==> config.mk <==
export PLATFORM = sky130hd
export DESIGN_NAME = pe_array_sequencer
export DESIGN_NICKNAME = d
export VERILOG_FILES = /design/src/rtl/pe_array_pkg.sv /design/src/rtl/pe_seq_result_reg.sv /design/src/rtl/pe_array_sequencer.sv
export SDC_FILE = /design/constraint.sdc
export NUM_CORES = 1
export LEC_CHECK = 0
export ABC_AREA = 1
export BUFFER_PORTS_ARGS = -buffer_cell sky130_fd_sc_hd__clkbuf_2
export CORE_MARGIN = 1.5
export CORE_UTILIZATION = 45
export CTS_CLUSTER_SIZE = 24
export DETAILED_ROUTE_END_ITERATION = 10
export GPL_TIMING_DRIVEN = 0
export PLACE_DENSITY_LB_ADDON = 0.1
export REMOVE_ABC_BUFFERS = 1
export SYNTH_ARGS = -nofsm -noshare
export SYNTH_HDL_FRONTEND = slang
export SYNTH_SLANG_ARGS = --single-unit
==> constraint.sdc <==
create_clock -name clk_in -period 1.85 [get_ports clk_in]
set_input_delay 0.2775 -clock clk_in [delete_from_list [all_inputs] [get_ports clk_in]]
set_output_delay 0.2775 -clock clk_in [all_outputs]
set_load 0.005 [all_outputs]
==> src/rtl/pe_array_pkg.sv <==
// Shared definitions for the binary PE array and its sequencer: default
// array geometry, the sequencer state encoding and a counter-width helper.
package pe_array_pkg;

  localparam int O_CH           = 64;
  localparam int I_CH           = 3;
  localparam int OUT_ROW_LENGTH = 4;
  localparam int DATA_W         = 9;
  localparam int WIDTH          = 14;

  typedef enum logic [2:0] {
    S_IDLE   = 3'd0,
    S_CLEAR  = 3'd1,
    S_WEIGHT = 3'd2,
    S_ACT    = 3'd3,
    S_SETTLE = 3'd4,
    S_POP    = 3'd5,
    S_FLUSH  = 3'd6
  } pe_seq_state_t;

  // Width of a counter that must reach n-1; never narrower than one bit.
  function automatic int cnt_w(input int n);
    return (n > 1) ? $clog2(n) : 1;
  endfunction

endpackage

==> src/rtl/pe_seq_result_reg.sv <==
// Single-entry valid/ready output register for the result stream.
// A word may be loaded whenever the slot is empty or being drained this
// cycle; load_en exposes exactly that so the array only pops when the
// word has somewhere to go.
module pe_seq_result_reg
  import pe_array_pkg::*;
#(
  parameter int W = pe_array_pkg::WIDTH
) (
  input  logic         clk,
  input  logic         rst,
  input  logic         load,
  input  logic [W-1:0] load_data,
  input  logic         load_last,
  input  logic         ready,
  output logic         load_en,
  output logic         valid,
  output logic [W-1:0] data,
  output logic         last
);

  assign load_en = !valid || ready;

  // Capture on load, retire on handshake; data/last hold while stalled.
  always_ff @(posedge clk) begin
    if (!rst) begin
      valid <= 1'b0;
      data  <= '0;
      last  <= 1'b0;
    end else if (load) begin
      valid <= 1'b1;
      data  <= load_data;
      last  <= load_last;
    end else if (ready) begin
      valid <= 1'b0;
    end
  end

endmodule

==> src/rtl/pe_array_sequencer.sv <==
// Sequences the binary PE array through one output-row computation:
// clear, I_CH rounds of (O_CH weights, OUT_ROW_LENGTH activations),
// settle, then drain O_CH*OUT_ROW_LENGTH psums into the result stream.
// Optional build macro PE_SEQ_PERF_EN adds cycle and stall counters.
//
// Handshake rule for both streams: a beat transfers on a rising edge where
// valid and ready are both high; valid must not depend on ready, and a
// producer holds data stable while valid is high and ready is low.
module pe_array_sequencer
  import pe_array_pkg::*;
#(
  parameter int O_CH           = pe_array_pkg::O_CH,
  parameter int I_CH           = pe_array_pkg::I_CH,
  parameter int OUT_ROW_LENGTH = pe_array_pkg::OUT_ROW_LENGTH,
  parameter int DATA_W         = pe_array_pkg::DATA_W,
  parameter int WIDTH          = pe_array_pkg::WIDTH
) (
  input  logic              clk_in,
  input  logic              rst_in,
  input  logic              start_in,
  output logic              busy_out,
  output logic              done_out,
  input  logic              src_valid_in,
  output logic              src_ready_out,
  input  logic [DATA_W-1:0] src_data_in,
  output logic              pe_rst_out,
  output logic [DATA_W-1:0] pe_data_out,
  output logic              pe_load_weight_out,
  output logic              pe_in_valid_out,
  output logic              pe_pop_out,
  input  logic [WIDTH-1:0]  pe_sum_in,
  output logic              res_valid_out,
  input  logic              res_ready_in,
  output logic [WIDTH-1:0]  res_data_out,
  output logic              res_last_out,
  output pe_seq_state_t     state_out
`ifdef PE_SEQ_PERF_EN
  ,
  output logic [31:0]       perf_cycles_out,
  output logic [31:0]       perf_stall_out
`endif
);

  localparam int WC_W = cnt_w(O_CH);
  localparam int AC_W = cnt_w(OUT_ROW_LENGTH);
  localparam int CH_W = cnt_w(I_CH);
  localparam int PC_W = cnt_w(O_CH * OUT_ROW_LENGTH);

  localparam logic [WC_W-1:0] W_LAST  = WC_W'(O_CH - 1);
  localparam logic [AC_W-1:0] A_LAST  = AC_W'(OUT_ROW_LENGTH - 1);
  localparam logic [CH_W-1:0] CH_LAST = CH_W'(I_CH - 1);
  localparam logic [PC_W-1:0] P_LAST  = PC_W'(O_CH * OUT_ROW_LENGTH - 1);

  pe_seq_state_t   state;
  logic [WC_W-1:0] w_cnt;
  logic [AC_W-1:0] a_cnt;
  logic [CH_W-1:0] ch;
  logic [PC_W-1:0] p_cnt;

  logic beat;
  logic pop_en;
  logic pop_last;

  assign src_ready_out = (state == S_WEIGHT) || (state == S_ACT);
  assign beat          = src_valid_in && src_ready_out;
  assign pe_pop_out    = (state == S_POP) && pop_en;
  assign pop_last      = (p_cnt == P_LAST);
  assign busy_out      = (state != S_IDLE);
  assign done_out      = (state == S_FLUSH) && res_valid_out && res_ready_in;
  assign state_out     = state;

  // Phase FSM, beat/pop counters and the registered array-side outputs.
  always_ff @(posedge clk_in) begin
    if (!rst_in) begin
      state              <= S_IDLE;
      w_cnt              <= '0;
      a_cnt              <= '0;
      ch                 <= '0;
      p_cnt              <= '0;
      pe_rst_out         <= 1'b0;
      pe_data_out        <= '0;
      pe_load_weight_out <= 1'b0;
      pe_in_valid_out    <= 1'b0;
    end else begin
      // Every accepted beat is replayed to the array one cycle later.
      pe_load_weight_out <= beat && (state == S_WEIGHT);
      pe_in_valid_out    <= beat && (state == S_ACT);
      if (beat) pe_data_out <= src_data_in;
      // pe_rst_out is low exactly for the CLEAR cycle.
      pe_rst_out <= 1'b1;
      case (state)
        S_IDLE: begin
          if (start_in) begin
            state      <= S_CLEAR;
            pe_rst_out <= 1'b0;
            w_cnt      <= '0;
            a_cnt      <= '0;
            ch         <= '0;
            p_cnt      <= '0;
          end
        end
        S_CLEAR: state <= S_WEIGHT;
        S_WEIGHT: begin
          if (beat) begin
            if (w_cnt == W_LAST) begin
              w_cnt <= '0;
              state <= S_ACT;
            end else begin
              w_cnt <= w_cnt + 1'b1;
            end
          end
        end
        S_ACT: begin
          if (beat) begin
            if (a_cnt == A_LAST) begin
              a_cnt <= '0;
              if (ch == CH_LAST) begin
                state <= S_SETTLE;
              end else begin
                ch    <= ch + 1'b1;
                state <= S_WEIGHT;
              end
            end else begin
              a_cnt <= a_cnt + 1'b1;
            end
          end
        end
        S_SETTLE: state <= S_POP;
        S_POP: begin
          if (pe_pop_out) begin
            p_cnt <= p_cnt + 1'b1;
            if (pop_last) state <= S_FLUSH;
          end
        end
        S_FLUSH: begin
          if (done_out) state <= S_IDLE;
        end
        default: state <= S_IDLE;
      endcase
    end
  end

  pe_seq_result_reg #(.W(WIDTH)) u_res (
    .clk       (clk_in),
    .rst       (rst_in),
    .load      (pe_pop_out),
    .load_data (pe_sum_in),
    .load_last (pop_last),
    .ready     (res_ready_in),
    .load_en   (pop_en),
    .valid     (res_valid_out),
    .data      (res_data_out),
    .last      (res_last_out)
  );

`ifdef PE_SEQ_PERF_EN
  logic stall;
  assign stall = (src_ready_out && !src_valid_in) ||
                 (((state == S_POP) || (state == S_FLUSH)) &&
                  res_valid_out && !res_ready_in);

  // Run-length and stall counters, restarted by an accepted start.
  always_ff @(posedge clk_in) begin
    if (!rst_in) begin
      perf_cycles_out <= '0;
      perf_stall_out  <= '0;
    end else if ((state == S_IDLE) && start_in) begin
      perf_cycles_out <= '0;
      perf_stall_out  <= '0;
    end else begin
      if (busy_out && (perf_cycles_out != 32'hFFFF_FFFF))
        perf_cycles_out <= perf_cycles_out + 32'd1;
      if (stall && (perf_stall_out != 32'hFFFF_FFFF))
        perf_stall_out <= perf_stall_out + 32'd1;
    end
  end
`endif

endmodule
==> results by group, run 1 <==
STA
  – Final setup margin: 141.0 ps
  – Tmin final: 1709 ps
  – Final setup fails: 0
  – Fmax: 585.1 MHz
  – Clock Skews: 7.102 ps
  – Final Hold Vio Count: 0
  – RSZ-0062 raised after global routing: false
  – Final period util: 92.38%
  – Setup_tns: 0 ps
  – Final Slew Violations: 0
  – Worst rel slew slack: 64.43%
  – Fin Hold WS: 219.1 ps
  – Slew at the pin closest to its max-slew limit: 530.7 ps

Die
  – Die H: 74.26 um
  – Core Footprint: 4817 um^2
  – Rows: 25
  – Chip Width: 74.26 um
  – Boundary Pins: 63
  – DIE AREA: 5514 um^2
  – Initial Util: 47.43%

Yosys
  – Mapped Avg Cell Area: 6.966 um^2
  – Yosys cell types: 27
  – Synth Cell Area: 2285 um^2
  – Mapped Cells: 328
  – Sequential fraction of the synthesis area: 42.94%
  – Synth warn: 0
  – Yosys reg bits: 49

CTS
  – CTS Buffer Depth: 2
  – Clock Latency Late Sink: 300 ps
  – CTS Buf Count: 5
  – CTS tree: done
  – Post-cts hold buffer count: 0
  – Root buf cell: clkbuf_8
  – CTS sink cnt: 49
  – Number of H-tree levels: 2
  – CTS clk-pin slew, worst paths: 100 ps

Power
  – Flop pwr share: 42.7%
  – Comb pwr share: 37.0%
  – Pwr/cell area: 1141 nW/um^2
  – Clock power frac: 20.3%
  – Sw Pwr: 1268 uW
  – Internal Power: 1868 uW
  – VDD IR max: 0.6442 mV
  – Sw frac: 40.44%
  – P_leak: 0.001247 uW

Routing
  – Vias per cell: 4.804
  – WL per Instance: 11.31 um
  – Drt first-iter violations: 84
  – Post-DRT Antenna Nets: 0
  – Vias: 2186
  – First-pass detailed-route iteration total: 4
  – Residual DRC count: 0
  – Total Routed Length: 5147 um

GRT
  – Overflow after GRT: 0
  – Gr usage total: 19.01%
  – First-pass GRT wire length: 8266 um
  – Vias in the first global route: 1924
  – Initial antenna violation count: 0
  – Pin count of the biggest net entering global routing: 26

Flow run
  – Max cap viols: 0

Cells and area
  – Storage cell area: 987.2 um^2
  – Final net count: 419
  – Fill cells: 501
  – Core Util, Final: 57.04%
  – N_diodes: 0
  – Share of cells above drive strength 1: 24.23%
  – Final Non-Filler Cells: 455
  – Area of the multi-input gates: 1137 um^2
  – Layout area overhead: 20.26%

Outcome
  – Status: completed

Placement
  – DP Wirelength: 3586 um
  – Cells after DPL: 446
  – Worst slack, placed: -130.9 ps
  – Gpl congestion: 0.7573
  – Port Buf Inserts: 62

Setup path
  – Worst EP required: 1570 ps
  – CP endpoint kind: primary output
  – Data arrival, critical path: 1430 ps
  – Crit Path Class: reg2out
  – Worst Setup Start Kind: flip-flop
  – CP Max Fanout: 17

Worst hold path
  – Worst Hold Class: in2reg
## placed cells by master, fill, tap and decap left out
cell type / n
nand3_1: 30
o21a_1: 2
nand4_1: 4
inv_1: 26
o21ai_1: 2
inv_4: 2
clkbuf_2: 62
xor2_1: 1
a22oi_1: 2
o21ai_0: 18
nor2_2: 7
dfxtp_4: 1
nor2_1: 54
inv_8: 1
nor3_1: 4
nand2_2: 4
nand2_8: 1
clkinvlp_2: 1
o31ai_1: 1
ha_1: 4
nand3_4: 1
dfxtp_2: 2
dfxtp_1: 46
inv_2: 1
o21bai_2: 1
xnor2_1: 1
nor2_4: 1
nand2_1: 72
a21oi_1: 27
clkbuf_8: 5
clkinvlp_4: 4
## cells by family (layout without fill, tap and decap cells)
kind of cell	count (synthesis)	in the layout	synth area share [%]
and+or+nand+nor	178	178	33.68
AOI/OAI and AO/OA	53	53	12.43
DFF	49	49	42.94
buffers and inverters	42	102	7.995
adders and majority gates	4	4	2.191
xor gates and xnor gates	2	2	0.7668
## critical path: stages (launching register included)
cell      delay (ps)
dfxtp_2          380
inv_4            120
nand3_4          130
inv_4            130
nand2_8          110
inv_8            130
clkbuf_2         120
## cells in the mapped netlist
master	count	area (um^2)
ha_1	4	50.05
clkbuf_1	5	18.77
o21ai_0	18	90.09
nand3_4	1	17.52
inv_1	27	101.4
o31ai_1	1	7.510
o21bai_2	1	11.26
inv_2	4	15.01
nor2_2	6	37.54
a21oi_1	27	135.1
a22oi_1	2	15.01
buf_4	2	15.01
nand4_1	4	25.02
buf_6	2	22.52
xnor2_1	1	8.760
nand2_1	72	270.3
nor2_1	55	206.5
buf_2	1	5.000
o21ai_1	2	10.01
o21a_1	2	15.01
clkbuf_2	1	5.000
dfxtp_1	49	980.9
nor3_1	4	20.02
nand2_2	5	31.28
nor2_4	1	11.26
nand3_1	30	150.1
xor2_1	1	8.760
## final timing paths
kind                    end      startpoint  cells after the start  slack (ps)
min reg2reg  pe_data_out[3]  pe_data_out[3]                      2         470
max reg2reg    state_out[0]        w_cnt[0]                     10         210
max              pe_pop_out    state_out[1]                      6         140
min          u_res.data[12]   pe_sum_in[12]                      3         220
## registers in the layout (all words and copies together), names as in the netlist, 2 cells and up
name,count
p_cnt,8
ch,2
w_cnt,6
pe_data_out,9
u_res.data,14
state_out,3
a_cnt,2
## power by group through the flow
| stage | clock [uW] | sequential [uW] | combinational [uW] |
|---|---|---|---|
| 4_1_cts | 667 | 1330 | 1160 |
| 2_1_floorplan | 0 | 1330 | 780 |
| 3_3_place_gp | 0 | 1340 | 1130 |
| 3_5_place_dp | 0 | 1350 | 1140 |
| 6_report | 636 | 1340 | 1160 |
| 5_1_grt | 702 | 1360 | 1330 |
## routing by layer
metal  global-route usage (%)  share of wire (%)  up-vias
li1                         -                  -     1173
met1                    23.49                 47      959
met2                    33.83                 47       52
met3                    4.201                5.8        2
met4                    4.242               0.43        0
met5                        0                  0        -
## cell type report
| class | instances | share of cell area (%) |
|---|---|---|
| repair buffers | 62 | 11.29 |
| inverters | 31 | 4.827 |
| clock buffers | 5 | 2.505 |
| well taps | 67 | 3.051 |
| multi-input cells | 237 | 41.39 |
| clock inverters | 3 | 0.8197 |
| repair inverters | 1 | 0.1821 |
| flip-flops and latches | 49 | 35.93 |
## through the flow
stage	power, uW	cell area [um^2]
floorplan	2113	2218
global placement	2472	2613
detailed placement	2485	2613
CTS	3160	2723
global route	3397	2748
finish	3136	2748
## what timing repair did
| item | CTS | global route |
|---|---|---|
| setup endpoints to repair | 11 | 2 |
| gates resized for setup | 8 | 5 |
| gates cloned | 0 | 1 |
| setup buffers | 0 | 0 |
(Power assumes the default switching activity.)
==> run 2, diff against run 1 <==
--- a/config.mk
+++ b/config.mk
@@ -5,12 +5,11 @@
 export SDC_FILE = /design/constraint.sdc
 export NUM_CORES = 1
 export LEC_CHECK = 0
-export ABC_AREA = 1
-export BUFFER_PORTS_ARGS = -buffer_cell sky130_fd_sc_hd__clkbuf_2
 export CORE_MARGIN = 1.5
 export CORE_UTILIZATION = 45
 export CTS_CLUSTER_SIZE = 24
 export DETAILED_ROUTE_END_ITERATION = 10
+export DONT_BUFFER_PORTS = 1
 export GPL_TIMING_DRIVEN = 0
 export PLACE_DENSITY_LB_ADDON = 0.1
 export REMOVE_ABC_BUFFERS = 1
==> results by group, run 2 <==
GRT
  – Initial antenna violation count: 0 (unchanged)
  – First-pass GRT wire length: 7079 um (-14%)
  – Gr usage total: 16.99% (-2.0 points)
  – Overflow after GRT: 0 (unchanged)
  – Pin count of the biggest net entering global routing: 38 (+46%)
  – Vias in the first global route: 1552 (-19%)

Cells and area
  – Fill cells: 495 (-1.2%)
  – Max reg flops: 14 (unchanged)
  – Most frequent cells in the layout: nand2_1, dfxtp_1, a21oi_1
  – Share of cells above drive strength 1: 9.125% (-15 points)
  – Final net count: 294 (-30%)
  – Biggest regs: u_res.data x14, pe_data_out x9, p_cnt x8
  – Top reg by flops: u_res.data
  – Layout area overhead: 5.469%
  – Storage cell area: 992.2 um^2 (+0.51%)
  – Final Instance Area: 2365 um^2 (-14%)
  – Area of the multi-input gates: 1164 um^2 (+2.3%)
  – Most common cell after layout, fill and taps aside: nand2_1
  – N_diodes: 0 (unchanged)

Yosys
  – Synth cell count leaders: nand2_1, dfxtp_1, a21oi_1, nand3_1, mux2i_1
  – Yosys top cell area share: 43.75% (+0.81 points)
  – Yosys cell types: 51 (+89%)
  – Mapped Avg Cell Area: 8.213 um^2 (+18%)
  – Mux share of post-synthesis cell area: 3.571% (+3.6 points)
  – Count leader, synth: nand2_1
  – Sequential fraction of the synthesis area: 43.75% (+0.81 points)
  – Mapped Cells: 273 (-17%)
  – Yosys reg bits: 49 (unchanged)
  – Number of synthesized flops with an enable pin: 0 (unchanged)
  – Synth Cell Area: 2242 um^2 (-1.9%)
  – Post-Synth Simple-Gate Area: 28.18% (-5.5 points)
  – Synth warn: 0 (unchanged)
  – Largest family of logic cells by synthesized area: simple AND/OR/NAND/NOR gates
  – Largest cells by area after synthesis: dfxtp_1, nand2_1, a21oi_1
  – Cell taking the most area after synthesis: dfxtp_1
  – Synth Area in XOR/XNOR: 0% (-0.77 points)
  – Post-synth top flop: dfxtp_1
  – Post-Synth Adder-Cell Area: 2.232% (+0.042 points)
  – Async S/R FF share, synth: 0% (unchanged)
  – Post-synthesis compound-gate area fraction: 16.52% (+4.1 points)

STA
  – Final Hold Vio Count: 0 (unchanged)
  – Final Slew Violations: 0 (unchanged)
  – Final setup margin: 95.95 ps (-45.01 ps)
  – RSZ-0062 raised after global routing: false
  – Final setup fails: 0 (unchanged)
  – Final period util: 94.81% (+2.4 points)
  – Clock Skews: 9.086 ps (+1.984 ps)
  – Worst rel slew slack: 56.90% (-7.5 points)
  – Slew at the pin closest to its max-slew limit: 645.6 ps (+114.9 ps)
  – Tmin final: 1754 ps (+45.01 ps)
  – Fmax: 570.1 MHz (-2.6%)
  – Fin Hold WS: 97.46 ps (-121.7 ps)

Die
  – Initial Util: 47.16% (-0.27 points)
  – Chip Width: 73.59 um (-0.90%)
  – Die H: 73.59 um (-0.90%)
  – Core Footprint: 4755 um^2 (-1.3%)
  – DIE AREA: 5415 um^2 (-1.8%)
  – Boundary Pins: 63 (unchanged)
  – Rows: 25 (unchanged)

Placement
  – Port Buf Inserts: 0 (-100%)
  – Gpl congestion: 0.8016 (+5.8%)
  – Cell Area, Placed: 2223 um^2 (-15%)
  – DP Wirelength: 3003 um (-16%)
  – Worst slack, placed: -716.9 ps (-586.0 ps)

CTS
  – CTS Buffer Depth: 2 (unchanged)
  – Root buf cell: clkbuf_8
  – Clock Latency Late Sink: 310 ps (about the same)
  – Post-cts hold buffer count: 0 (unchanged)
  – CTS Buf Count: 5 (unchanged)
  – Number of H-tree levels: 2 (unchanged)
  – CTS tree: done
  – CTS sink cnt: 49 (unchanged)
  – CTS clk-pin slew, worst paths: 90 ps (about the same)

Setup path
  – Worst flop-to-flop path endpoint: w_cnt[0]
  – Crit Path Class: reg2out
  – FF-to-FF setup slack: 160 ps (-50 ps)
  – Worst EP required: 1570 ps (about the same)
  – Reg-to-Reg Start: state_out[1]
  – Data arrival, critical path: 1480 ps (+50 ps)
  – CP endpoint kind: primary output
  – CP Max Fanout: 29 (+12)
  – Worst Setup Start Kind: flip-flop
  – Worst reg-to-reg path cell count: 4 (-6)

Routing
  – Total Routed Length: 4645 um (-9.8%)
  – First-pass detailed-route iteration total: 4 (unchanged)
  – Post-DRT Antenna Nets: 0 (unchanged)
  – Vias per cell: 5.491 (+14%)
  – Residual DRC count: 0 (unchanged)
  – Vias: 1812 (-17%)
  – Drt first-iter violations: 68 (-19%)
  – WL per Instance: 14.08 um (+24%)

Worst hold path
  – WHS Endpoint: pe_in_valid_out
  – Hold_sp: rst_in
  – Worst Hold Class: in2reg
  – Hold depth: 1 (-2)

Outcome
  – Status: completed

Power
  – Pwr/cell area: 938.5 nW/um^2 (-18%)
  – Final Power: 2219 uW (-29%)
  – VDD IR max: 0.3663 mV (-43%)
  – P_leak: 0.0007596 uW (-39%)

Flow run
  – Max cap viols: 0 (unchanged)
-- run 2: cell count changes in the layout (fill, tap and decap cells not counted), sizes merged, moves of 7 or more --
| cell | previous run | this run |
|---|---|---|
| clkbuf | 67 | 6 |
| inv | 30 | 6 |
| mux2i | 0 | 8 |
| nand2 | 77 | 62 |
| nand2b | 0 | 7 |
| nand3 | 31 | 18 |
| nor2 | 62 | 8 |
| o21ai | 20 | 7 |
-- run 2: worst max-delay path by stage --
stage | start | depth (start not counted) | end | slack, ps
2_1_floorplan | state_out[1] | 4 | pe_data_out[0] | -110
3_3_place_gp | state_out[1] | 4 | pe_data_out[8] | -740
3_5_place_dp | state_out[1] | 4 | pe_data_out[2] | -720
4_1_cts | u_res.valid | 4 | p_cnt[6] | 30
5_1_grt | state_out[1] | 3 | pe_pop_out | 20
6_report | state_out[1] | 3 | pe_pop_out | 100
-- run 2: layer usage --
metal | vias up | track usage (%) | share of wire (%)
met1 | 831 | 21.75 | 48
met2 | 41 | 26.43 | 44
met3 | 7 | 5.075 | 5.9
met5 | - | 0 | 0
li1 | 933 | - | -
met4 | 0 | 7.407 | 1.7
-- run 2: timing repair --
| action | 4_1_cts | 5_1_grt |
|---|---|---|
| resized for setup | 10 | 5 |
| setup endpoints to repair | 50 | 21 |
| setup buffers | 0 | 0 |
| cloned | 0 | 0 |
-- run 2: power by group --
part | switching (uW) | internal [uW]
clock | 357 | 303
sequential | 121 | 1110
combinational | 198 | 130
-- run 2: cell families after synthesis --
| family | after synthesis |
|---|---|
| buffers and inverters | 25 |
| AND/OR/NAND/NOR | 127 |
| flip-flops | 49 |
| multiplexers | 8 |
| AO/OA/AOI/OAI | 60 |
| adder cells (fa/ha/maj) | 4 |
-- run 2: final cells by class --
| cell class | instances | area share, % |
|---|---|---|
| Clock buffer | 6 | 3.492 |
| Sequential cell | 49 | 41.96 |
| Multi-Input combinational cell | 199 | 49.21 |
| Tap cell | 67 | 3.545 |
| Inverter | 7 | 1.217 |
| Clock inverter | 2 | 0.5820 |
-- run 2: stage by stage --
step / util, % / TNS [ps] / instances
floorplan: - / -1168 / 255
global placement: 46.76 / -21190 / 322
detailed placement: 46.76 / -20830 / 322
CTS: 49.29 / 0 / 330
global route: 49.74 / 0 / 330
finish: 49.74 / 0 / 330
-- run 2: worst max-delay path: stages (launching register included) --
cell	delay, ps
dfxtp_4	540
and3b_2	290
nand2b_4	200
inv_4	130
